`src/rtl/result_mem_writer.sv`:
```
// Write side of the result frame memory: takes a valid/ready pixel stream and writes
// one pixel per word at sequential addresses, framed by a start/busy/done FSM.
module result_mem_writer #(
  parameter int IMG_WIDTH  = 480,
  parameter int IMG_HEIGHT = 640,
  parameter int ADDR_W     = 19,
  parameter int DATA_W     = 32
) (
  input  logic              clk,
  input  logic              rst,
  input  logic              start,
  input  logic              pix_valid,
  input  logic [7:0]        pix_data,
  input  logic              pix_eol,
  output logic              pix_ready,
  output logic              mem_we,
  output logic [ADDR_W-1:0] mem_addr,
  output logic [DATA_W-1:0] mem_wdata,
  output logic              busy,
  output logic              done,
  output logic              line_err,
  output logic [9:0]        row,
  output logic [9:0]        col
);

  typedef enum logic [1:0] {
    S_IDLE = 2'd0,
    S_RUN  = 2'd1,
    S_LAST = 2'd2,
    S_DONE = 2'd3
  } state_t;

  localparam logic [9:0]        COL_LAST   = 10'(IMG_WIDTH - 1);
  localparam logic [9:0]        ROW_LAST   = 10'(IMG_HEIGHT - 1);
  localparam logic [ADDR_W-1:0] FRAME_LAST = ADDR_W'(IMG_WIDTH * IMG_HEIGHT - 1);
  localparam logic [ADDR_W-1:0] ADDR_ONE   = ADDR_W'(1);

  state_t              state_r;
  state_t              next_s;
  logic                pix_ready_r;
  logic                busy_r;
  logic                done_r;
  logic                mem_we_r;
  logic [ADDR_W-1:0]   mem_addr_r;
  logic [DATA_W-1:0]   mem_wdata_r;
  logic [ADDR_W-1:0]   addr_r;
  logic [9:0]          row_r;
  logic [9:0]          col_r;
  logic                line_err_r;
  logic                xfer_s;
  logic                col_last_s;
  logic                row_last_s;
  logic                frame_start_s;

  assign xfer_s        = pix_valid & pix_ready_r;
  assign col_last_s    = (col_r == COL_LAST);
  assign row_last_s    = (row_r == ROW_LAST);
  assign frame_start_s = (state_r == S_IDLE) & start;

  // Next-state decode for the frame FSM
  always_comb begin
    next_s = state_r;
    case (state_r)
      S_IDLE: begin
        if (start) next_s = S_RUN;
        else       next_s = S_IDLE;
      end
      S_RUN: begin
        if (xfer_s && row_last_s && col_last_s) next_s = S_LAST;
        else                                    next_s = S_RUN;
      end
      S_LAST:  next_s = S_DONE;
      S_DONE:  next_s = S_IDLE;
      default: next_s = S_IDLE;
    endcase
  end

  // State register with status outputs registered from the next state
  always_ff @(posedge clk) begin
    if (rst) begin
      state_r     <= S_IDLE;
      pix_ready_r <= 1'b0;
      busy_r      <= 1'b0;
      done_r      <= 1'b0;
    end else begin
      state_r     <= next_s;
      pix_ready_r <= (next_s == S_RUN);
      busy_r      <= (next_s == S_RUN) || (next_s == S_LAST);
      done_r      <= (next_s == S_DONE);
    end
  end

  // Write port, frame counters and sticky line-alignment error
  always_ff @(posedge clk) begin
    if (rst) begin
      mem_we_r    <= 1'b0;
      mem_addr_r  <= '0;
      mem_wdata_r <= '0;
      addr_r      <= '0;
      row_r       <= 10'd0;
      col_r       <= 10'd0;
      line_err_r  <= 1'b0;
    end else begin
      mem_we_r <= xfer_s;
      if (frame_start_s) begin
        addr_r     <= '0;
        row_r      <= 10'd0;
        col_r      <= 10'd0;
        line_err_r <= 1'b0;
      end else if (xfer_s) begin
        mem_addr_r  <= addr_r;
        mem_wdata_r <= {{(DATA_W-8){1'b0}}, pix_data};
        // Saturate at the last word so the address can never leave the frame
        if (addr_r != FRAME_LAST) addr_r <= addr_r + ADDR_ONE;
        if (col_last_s) begin
          col_r <= 10'd0;
          row_r <= row_r + 10'd1;
        end else begin
          col_r <= col_r + 10'd1;
        end
        if (pix_eol != col_last_s) line_err_r <= 1'b1;
      end
    end
  end

  assign pix_ready = pix_ready_r;
  assign busy      = busy_r;
  assign done      = done_r;
  assign mem_we    = mem_we_r;
  assign mem_addr  = mem_addr_r;
  assign mem_wdata = mem_wdata_r;
  assign line_err  = line_err_r;
  assign row       = row_r;
  assign col       = col_r;

endmodule

```
`config.mk`:
```
export PLATFORM = sky130hd
export DESIGN_NAME = result_mem_writer
export DESIGN_NICKNAME = d
export VERILOG_FILES = /design/src/rtl/result_mem_writer.sv
export SDC_FILE = /design/constraint.sdc
export NUM_CORES = 1
export LEC_CHECK = 0
export ABC_AREA = 1
export BUFFER_PORTS_ARGS = -buffer_cell sky130_fd_sc_hd__clkbuf_2
export CORE_ASPECT_RATIO = 1.4
export CORE_MARGIN = 3
export CORE_UTILIZATION = 55
export CTS_BUF_LIST = sky130_fd_sc_hd__clkbuf_4
export CTS_CLUSTER_SIZE = 30
export DETAILED_ROUTE_END_ITERATION = 16
export HOLD_SLACK_MARGIN = 0.06
export PLACE_DENSITY = 0.82
export SLEW_MARGIN = 20
export SYNTH_ARGS = -nofsm -noshare
export SYNTH_HDL_FRONTEND = slang
export SYNTH_SLANG_ARGS = --single-unit
```
`constraint.sdc`:
```
create_clock -name clk -period 3.4 [get_ports clk]
set_input_delay 0.34 -clock clk [delete_from_list [all_inputs] [get_ports clk]]
set_output_delay 0.34 -clock clk [all_outputs]
set_load 0.02 [all_outputs]
```
==> results of run 1 <==
## per-layer routing
metal	global-route usage, %	part of all wire, %
met1	26.2	42
met2	37.8	51
met3	4.67	5.3
met4	9.45	2.3
met5	0	0
## critical path, stage by stage (launching register included)
cell     delay (ns)
dfxtp_1        0.37
ha_1           0.28
nand2_1        0.09
nor2_1         0.07
nand3_2        0.11
nor2_1         0.05
nor2_1         0.46
buf_4          0.30
nand3_1        0.09
nand2_1        0.06
nor2_1         0.04
## cell families after synthesis
group,count (synthesis)
XOR/XNOR,13
flip-flops,73
adder cells (fa/ha/maj),5
buffers and inverters,92
other,1
AND/OR/NAND/NOR,247
AO/OA/AOI/OAI,69
## cell type report
| type | count | area (um^2) | area share, % |
|---|---|---|---|
| multi-input combinational | 358 | 1740 | 43.4 |
| sequential | 73 | 1460 | 36.4 |
| timing repair buffer | 66 | 335 | 8.34 |
| inverter | 52 | 195 | 4.86 |
| clock inverter | 7 | 125 | 3.11 |
| tap | 72 | 90.1 | 2.24 |
| clock buffer | 9 | 67.6 | 1.68 |
## flip-flops by register name, summed over array words and instances (netlist names)
| register | cells |
|---|---|
| mem_addr | 19 |
| mem_wdata | 8 |
| busy | 1 |
| done | 1 |
| state_r | 2 |
| pix_ready | 1 |
| col | 10 |
| addr_r | 19 |
| line_err | 1 |
| row | 10 |
| mem_we | 1 |
## synth_stat cells
cell	number	area share [%]
a211oi_1	15	3.1
a21oi_1	32	4.5
a21oi_2	10	2.4
buf_2	6	0.84
buf_4	26	5.4
buf_6	2	0.63
clkbuf_1	6	0.63
conb_1	1	0.10
dfxtp_1	73	41
ha_1	5	1.7
inv_1	49	5.1
inv_2	3	0.31
nand2_1	128	13
nand2_2	1	0.17
nand3_1	23	3.2
nand3_2	1	0.28
nand3b_1	1	0.21
nand3b_2	1	0.31
nand4_1	6	1.0
nor2_1	69	7.2
nor2_2	5	0.87
nor2_4	3	0.94
nor3_1	6	0.84
nor3_2	1	0.28
nor3b_1	1	0.21
nor4_1	1	0.17
o21ai_0	11	1.5
o21ai_4	1	0.45
xnor2_1	1	0.24
xor2_1	12	2.9
## stage by stage
step / setup slack [ns] / total power (W) / hold WS, ns
after floorplan: 1.62 / 0.00104 / 0.466
after global placement: 1.36 / 0.00105 / 0.447
after detailed placement: 1.31 / 0.00105 / 0.451
after CTS: 1.39 / 0.00175 / 0.104
after global routing: 1.18 / 0.00181 / 0.122
final: 1.39 / 0.00174 / 0.121
## power groups by stage
| stage | combinational (W) | clock [W] | sequential (W) |
|---|---|---|---|
| 2_1_floorplan | 0.000115 | 0 | 0.000923 |
| 3_3_place_gp | 0.000147 | 0 | 0.000902 |
| 3_5_place_dp | 0.000149 | 0 | 0.000904 |
| 4_1_cts | 0.000149 | 0.000721 | 0.000884 |
| 5_1_grt | 0.000166 | 0.000756 | 0.000887 |
| 6_report | 0.000149 | 0.000707 | 0.000884 |
## path summary, 6_finish.rpt
check	slack, ns	end	cells past startpoint
setup / recovery	1.39	addr_r[15]	10
hold / removal	0.12	mem_wdata[2]	3
setup reg to reg	1.39	addr_r[15]	10
hold reg to reg	0.47	mem_wdata[1]	2
==> impl_metrics.py, run 1 <==
metrics = {
    "power_and_ir_drop": {
        "peakVddDrop_mv": 0.284,
        "power_frac_clock_pct": 40.7,
        "pwr-share-comb_pct": 8.5,
        "p_sw_w": 0.000450,
        "p_seq_share_pct": 50.8,
        "power_leakage_nw": 1.65,
        "powerDensity_nw_per_um2": 433,
        "p_int_w": 0.00129,
        "swShare_pct": 25.8,
    },
    "floorplanning": {
        "pin_count": 89,
        "dieWidth_um": 74.2,
        "num_rows": 34,
        "die_area_um2": 7540,
        "initial_core_util_pct": 57.3,
        "die_h_um": 102,
        "core_region_area_um2": 6250,
    },
    "clocking": {
        "root_buffer": "clkbuf_4",
        "numClockSinks": 73,
        "clk_latency_ns": 0.44,
        "postCtsSetupBuffers": 0,
        "numCtsBuffers": 9,
        "clk_pin_slew_ns": 0.13,
        "clockBufferDepth": 2,
        "cts_resized": 0,
        "holdBufCountCts": 0,
        "htreeDepth": 3,
        "cts_tree": "built",
    },
    "setup_path": {
        "r2r_start": "addr_r[0]",
        "critPathKind": "flop to flop",
        "worstPathRequired_ns": 3.72,
        "cp-end-kind": "flop",
        "startpoint_type": "flop",
        "crit_arrival_ns": 2.34,
        "cp_max_fo": 11,
        "cp-startpoint": "addr_r[0]",
    },
    "global_route": {
        "grt_usage_pct": 22.0,
        "grt_pass1_wl_mm": 13.1,
        "grt_max_degree": 44,
        "grt_pass1_vias": 2960,
        "grt_overflow_total": 0,
        "antenna_found_initial": 0,
    },
    "placed_design": {
        "place_area_um2": 3830,
        "port_buffers": 64,
        "dp_cells": 621,
        "place_hpwl_mm": 5.73,
        "place_congestion": 0.892,
    },
    "cells_and_area": {
        "area_growth_pct": 12.1,
        "mostFrequentLayoutCells": "nand2_1, dfxtp_1, nor2_1",
        "antenna_cells": 0,
        "final_common_cell": "nand2_1",
        "num-fill-cells": 619,
        "design_area_um2": 4020,
        "num-nets-final": 578,
        "fin_util_pct": 64.3,
        "final_layout_size_suffix_gt1_share_pct": 19.1,
        "stdcell_count": 637,
    },
    "drt": {
        "vias": 3213,
        "detailedRoute.firstIterationViolations": 159,
        "ant_nets": 0,
        "vias_per_cell": 5.04,
        "drt_wl_total_mm": 7.80,
        "wl_per_cell_um": 12.2,
        "drt_first_pass_iters": 4,
        "drc_errors": 0,
    },
    "sta": {
        "fin_crit_sh_pct": 59.1,
        "finalClockSkew_ns": 0.0197,
        "drv_slew": 0,
        "fin_crit_ns": 2.01,
        "rsz0062_at_grt": "no",
        "setup_viol": 0,
        "finalHoldViolCount": 0,
        "setup_tns_ns": 0,
        "maxSlewHeadroom_pct": 53.5,
        "tightest_slew_ns": 0.697,
        "fmax_mhz": 497,
    },
    "synth": {
        "synthCells": 500,
        "ys_types": 30,
        "ys_warn_count": 0,
        "ys_ff_latch": 73,
        "seq_area_frac_synth_pct": 40.8,
        "syn_area_per_cell_um2": 7.17,
        "synthXorXnorAreaFrac_pct": 3.18,
        "synth_top_family_by_area": "simple AND/OR/NAND/NOR gates",
        "synth_compound_area_share_pct": 12.0,
        "netlist_area_um2": 3580,
        "synthMuxAreaShare_pct": 0,
        "synthSimpleGateAreaFrac_pct": 29.2,
        "synth_fa_ha_area_share_pct": 1.75,
    },
    "outcome": {
        "status": "complete, no violations",
    },
    "worst_hold_path": {
        "hold_start": "pix_data[2]",
        "worstHoldPathType": "input port to flop",
    },
    "run": {
        "max_cap_viol_count": 0,
    },
}
No activity file was read; power rests on OpenSTA's default activity.
==> run 2, diff against run 1 <==
CORE_UTILIZATION = 50   (was 55)
PLACE_DENSITY = 0.79   (was 0.82)
clock period = 1.8 ns   (was 3.4 ns; I/O delays follow)
==> run 2 against run 1 <==
Effect of this change: setup slack got worse by 1.3 ns; wire length decreased by 1.9%; critical path type unchanged; sequential share of layout area down 1.4 points; combinational power is 110% higher; highest routed layer unchanged; largest cell class unchanged; register-to-register slack worse by 1.3 ns; count of clock-buffer cells in the layout rose by 2; largest power group unchanged; critical endpoint is now busy; clock skew is 0.0024 ns lower; cell count increased by 6.8%.
==> impl_metrics.py, run 2 (synthesis gave the netlist of run 1 again) <==
metrics = {
    "drt": {
        "vias": 3259,
        "drc_errors": 0,
        "ant_nets": 0,
        "drt_wl_total_mm": 7.65,
        "vias_per_cell": 4.79,
        "drt_first_pass_iters": 5,
        "wl_per_cell_um": 11.2,
        "detailedRoute.firstIterationViolations": 241,
    },
    "sta": {
        "setup_viol": 0,
        "drv_slew": 0,
        "setup_ws_ns": 0.121,
        "hold_slack_ns": 0.0934,
        "finalHoldViolCount": 0,
        "fmax_mhz": 596,
        "fin_crit_sh_pct": 93.3,
        "finalClockSkew_ns": 0.0173,
        "fin_crit_ns": 1.68,
    },
    "global_route": {
        "grt_pass1_wl_mm": 13.0,
        "grt_max_degree": 44,
        "grt_overflow_total": 0,
        "antenna_found_initial": 0,
        "grt_usage_pct": 19.3,
        "grt_pass1_vias": 3015,
    },
    "cells_and_area": {
        "mostFrequentLayoutCells": "nand2_1, nor2_1, dfxtp_1",
        "antenna_cells": 0,
        "area_growth_pct": 17.0,
        "final_common_cell": "nand2_1",
        "final_layout_size_suffix_gt1_share_pct": 21.6,
        "num-nets-final": 601,
        "design_area_um2": 4190,
    },
    "floorplanning": {
        "dieWidth_um": 77.6,
        "die_area_um2": 8240,
        "initial_core_util_pct": 52.8,
        "die_h_um": 106,
        "core_region_area_um2": 6790,
        "pin_count": 89,
        "num_rows": 35,
    },
    "placed_design": {
        "place_ws_ns": 0.0605,
        "place_area_um2": 3950,
        "place_congestion": 0.848,
        "place_hpwl_mm": 5.73,
        "port_buffers": 64,
    },
    "power_and_ir_drop": {
        "peakVddDrop_mv": 0.330,
        "power_leakage_nw": 1.72,
        "powerDensity_nw_per_um2": 683,
    },
    "clocking": {
        "clk_pin_slew_ns": 0.12,
        "clockBufferDepth": 2,
        "numCtsBuffers": 9,
        "cts_tree": "built",
        "clk_latency_ns": 0.42,
        "numClockSinks": 73,
        "root_buffer": "clkbuf_4",
        "htreeDepth": 3,
    },
    "setup_path": {
        "critPathKind": "flop to flop",
        "critPathSlowestCell": "dfxtp_2",
        "cp-end-kind": "flop",
        "r2r_setup_slack_ns": 0.12,
        "rr_worst_depth": 10,
        "cp_slowest_stage_delay_ns": 0.37,
        "r2r_end": "busy",
        "crit_top_cell": "nand2_1",
        "crit_arrival_ns": 2.05,
        "worstPathRequired_ns": 2.17,
        "cp_cell_sequence": "ha_1 -> nand2_1 -> nor2_1 -> nand3b_2 -> nor2_4 -> nand2_1 -> nand2_1 -> nand2_1 -> ha_1 -> nor2_1",
        "cp_max_fo": 4,
        "r2r_start": "col[1]",
        "startpoint_type": "flop",
    },
    "run": {
        "max_cap_viol_count": 0,
    },
    "outcome": {
        "status": "complete, no violations",
    },
    "worst_hold_path": {
        "worstHoldPathType": "input port to flop",
        "whs_path_depth": 4,
        "holdPathEnd": "col[4]",
        "hold_start": "rst",
    },
}
[run 2: critical path, delay by kind of cell, from the launching register on]
family        cells  cell delay, ns
fa+ha+maj         2            0.47
flops             1            0.37
simple gates      8            0.78
[run 2: cell type report]
class / instances / area (um^2)
repair buffers: 89 / 556
clock buffers: 11 / 82.6
inverters: 52 / 195
fillers: 603 / 2590
flip-flops and latches: 73 / 1470
multi-input cells: 358 / 1750
well taps: 92 / 115
clock inverters: 5 / 32.5
[run 2: timing repair]
| item | CTS | global route |
|---|---|---|
| gates resized for setup | 0 | 5 |
| setup buffers | 0 | 3 |
| setup endpoints to repair | 0 | 12 |
| hold buffers | 9 | 0 |
| hold endpoints to repair | 9 | 0 |
[run 2: through the flow]
step           setup TNS [ns]  util (%)  total power (W)  instances
2_1_floorplan               0         -          0.00196        523
5_1_grt              -0.00149      61.8          0.00300        680
6_report                    0      61.8          0.00287        680
3_3_place_gp                0      58.1          0.00200        652
3_5_place_dp                0      58.1          0.00200        652
4_1_cts                     0      61.2          0.00289        677
[run 2: routing by layer]
layer	up-vias	wire length, um	GRT usage (%)
li1	1705	-	-
met1	1448	3300	21.6
met2	92	3800	35.0
met3	14	416	5.08
met4	0	133	6.87
met5	-	0	0
[run 2: worst max-delay path by stage]
stage,from,endpoint,cells past startpoint
floorplan,col[1],busy,10
global placement,col[0],busy,10
detailed placement,col[0],busy,10
CTS,col[0],busy,10
global route,col[1],pix_ready,11
finish,col[1],busy,10
[run 2: power by group]
part | leakage [nW] | total, W | switching [W] | internal (W)
sequential | 0.593 | 0.00167 | 0.0000169 | 0.00165
combinational | 1.07 | 0.000319 | 0.000220 | 0.0000989
clock | 0.0589 | 0.000879 | 0.000569 | 0.000310
==> run 3, diff against run 2 <==
==> constraint.sdc (replaced) <==
create_clock -name clk -period 1.8 [get_ports clk]
set_input_delay 0.36 -clock clk [delete_from_list [all_inputs] [get_ports clk]]
set_output_delay 0.36 -clock clk [all_outputs]
set_load 0.02 [all_outputs]
==> run 3 against run 2 <==
Effect of this change: clock skew down 0.0052 ns; die area unchanged; cell count down 1.2%; non-clock buffer count down 8; global-route usage up 0.15 points; wire length up 1.2%; utilization down 0.50 points.
==> impl_metrics.py, run 3 (synthesis gave the netlist of run 1 again) <==
metrics = {
    "setup_path": {
        "cp_slowest_stage_delay_ns": 0.45,
        "cp-end-kind": "flop",
        "critPathTopFamily": "simple AND/OR/NAND/NOR gates",
        "critPathSlowestCell": "dfxtp_1",
        "critPathKind": "flop to flop",
        "path_buf_inv": 0,
        "cp_max_fo": 7,
        "crit_arrival_ns": 1.99,
        "crit_top_cell": "nand2_1",
        "startpoint_type": "flop",
        "rr_worst_depth": 9,
        "worstSetupPathDepth": 9,
        "cp_cell_sequence": "nand2_1 -> nor2_1 -> nand3b_2 -> nor2_4 -> nand2_1 -> nand2_1 -> nand2_1 -> ha_1 -> nor2_1",
        "worstPathRequired_ns": 2.15,
    },
    "cells_and_area": {
        "num-fill-cells": 642,
        "design_area_um2": 4160,
        "antenna_cells": 0,
        "area_growth_pct": 16.1,
        "final_layout_size_suffix_gt1_share_pct": 22.1,
        "num-nets-final": 593,
        "mostFrequentLayoutCells": "nand2_1, dfxtp_1, nor2_1",
        "final_common_cell": "nand2_1",
    },
    "floorplanning": {
        "dieWidth_um": 77.6,
        "num_rows": 35,
        "core_region_area_um2": 6790,
        "initial_core_util_pct": 52.8,
        "die_h_um": 106,
        "die_area_um2": 8240,
        "pin_count": 89,
    },
    "drt": {
        "vias_per_cell": 4.82,
        "ant_nets": 0,
        "drc_errors": 0,
        "detailedRoute.firstIterationViolations": 118,
        "wl_per_cell_um": 11.5,
        "drt_first_pass_iters": 4,
        "vias": 3239,
        "drt_wl_total_mm": 7.74,
    },
    "placed_design": {
        "place_congestion": 0.885,
        "place_area_um2": 3980,
        "place_hpwl_mm": 5.88,
        "port_buffers": 64,
    },
    "sta": {
        "hold_slack_ns": 0.170,
        "setup_tns_ns": 0,
        "finalClockSkew_ns": 0.0121,
        "drv_slew": 0,
        "fin_crit_sh_pct": 91.1,
        "finalHoldViolCount": 0,
        "fmax_mhz": 610,
        "setup_viol": 0,
        "fin_crit_ns": 1.64,
        "rsz0062_at_grt": "no",
    },
    "clocking": {
        "root_buffer": "clkbuf_4",
        "numClockSinks": 73,
        "clk_pin_slew_ns": 0.12,
        "clockBufferDepth": 2,
        "htreeDepth": 3,
        "clk_latency_ns": 0.40,
        "cts_tree": "built",
        "numCtsBuffers": 9,
        "holdBufCountCts": 0,
    },
    "outcome": {
        "status": "complete, no violations",
    },
    "global_route": {
        "grt_pass1_wl_mm": 13.3,
        "use_met1_pct": 22.0,
        "grt_pass1_vias": 3154,
        "grt_util_met2_pct": 35.5,
        "top_usage_layer": "met2",
        "met3_usage_pct": 4.83,
        "grt_usage_pct": 19.5,
        "antenna_found_initial": 0,
        "grt_overflow_total": 0,
        "grt_max_degree": 38,
    },
    "power_and_ir_drop": {
        "peakVddDrop_mv": 0.533,
        "power.total_w": 0.00312,
        "power_leakage_nw": 1.71,
        "powerDensity_nw_per_um2": 750,
    },
    "run": {
        "max_cap_viol_count": 0,
    },
    "worst_hold_path": {
        "whs_path_depth": 3,
        "worstHoldPathType": "input port to flop",
    },
}
-- run 3: tightest hold or removal path, cell delays in order --
cell and delay (ns):
clkbuf_2 0.08, nand2_1 0.05, a21oi_1 0.05
-- run 3: path summary, 6_finish.rpt --
check / from / to / slack, ns
max: col[6] / busy / 0.16
min: pix_data[4] / mem_wdata[4] / 0.17
max reg2reg: col[6] / busy / 0.16
min reg2reg: mem_addr[18] / mem_addr[18] / 0.47
-- run 3: through the flow --
step	utilization (%)	setup WS (ns)	instances
CTS	61.0	0.0741	671
floorplan	-	0.0159	523
global placement	58.7	0.152	655
finish	61.3	0.160	672
global route	61.3	0.00811	672
detailed placement	58.7	0.0801	655
-- run 3: report_power, final --
group | switching, W | internal [W] | total (W)
logic | 0.000221 | 0.0000936 | 0.000315
registers | 0.0000176 | 0.00165 | 0.00167
clock network | 0.000574 | 0.000563 | 0.00114
total | 0.000813 | 0.00231 | 0.00312
-- run 3: timing repair --
action,4_1_cts,5_1_grt
resized for setup,0,6
setup endpoints to repair,0,8
setup buffers,0,1
-- run 3: layout make-up --
cell class,count,area (um^2),share of cell area [%]
Clock buffer,9,67.6,1.62
Tap cell,92,115,2.77
Timing Repair Buffer,81,473,11.4
Clock inverter,7,93.8,2.26
Multi-Input combinational cell,358,1750,42.0
Inverter,52,195,4.69
Sequential cell,73,1470,35.2
-- run 3: layer usage --
metal | vias up | share of wire [%]
met2 | 93 | 51
li1 | 1697 | -
met3 | 9 | 5.0
met5 | - | 0
met4 | 0 | 1.2
met1 | 1440 | 43
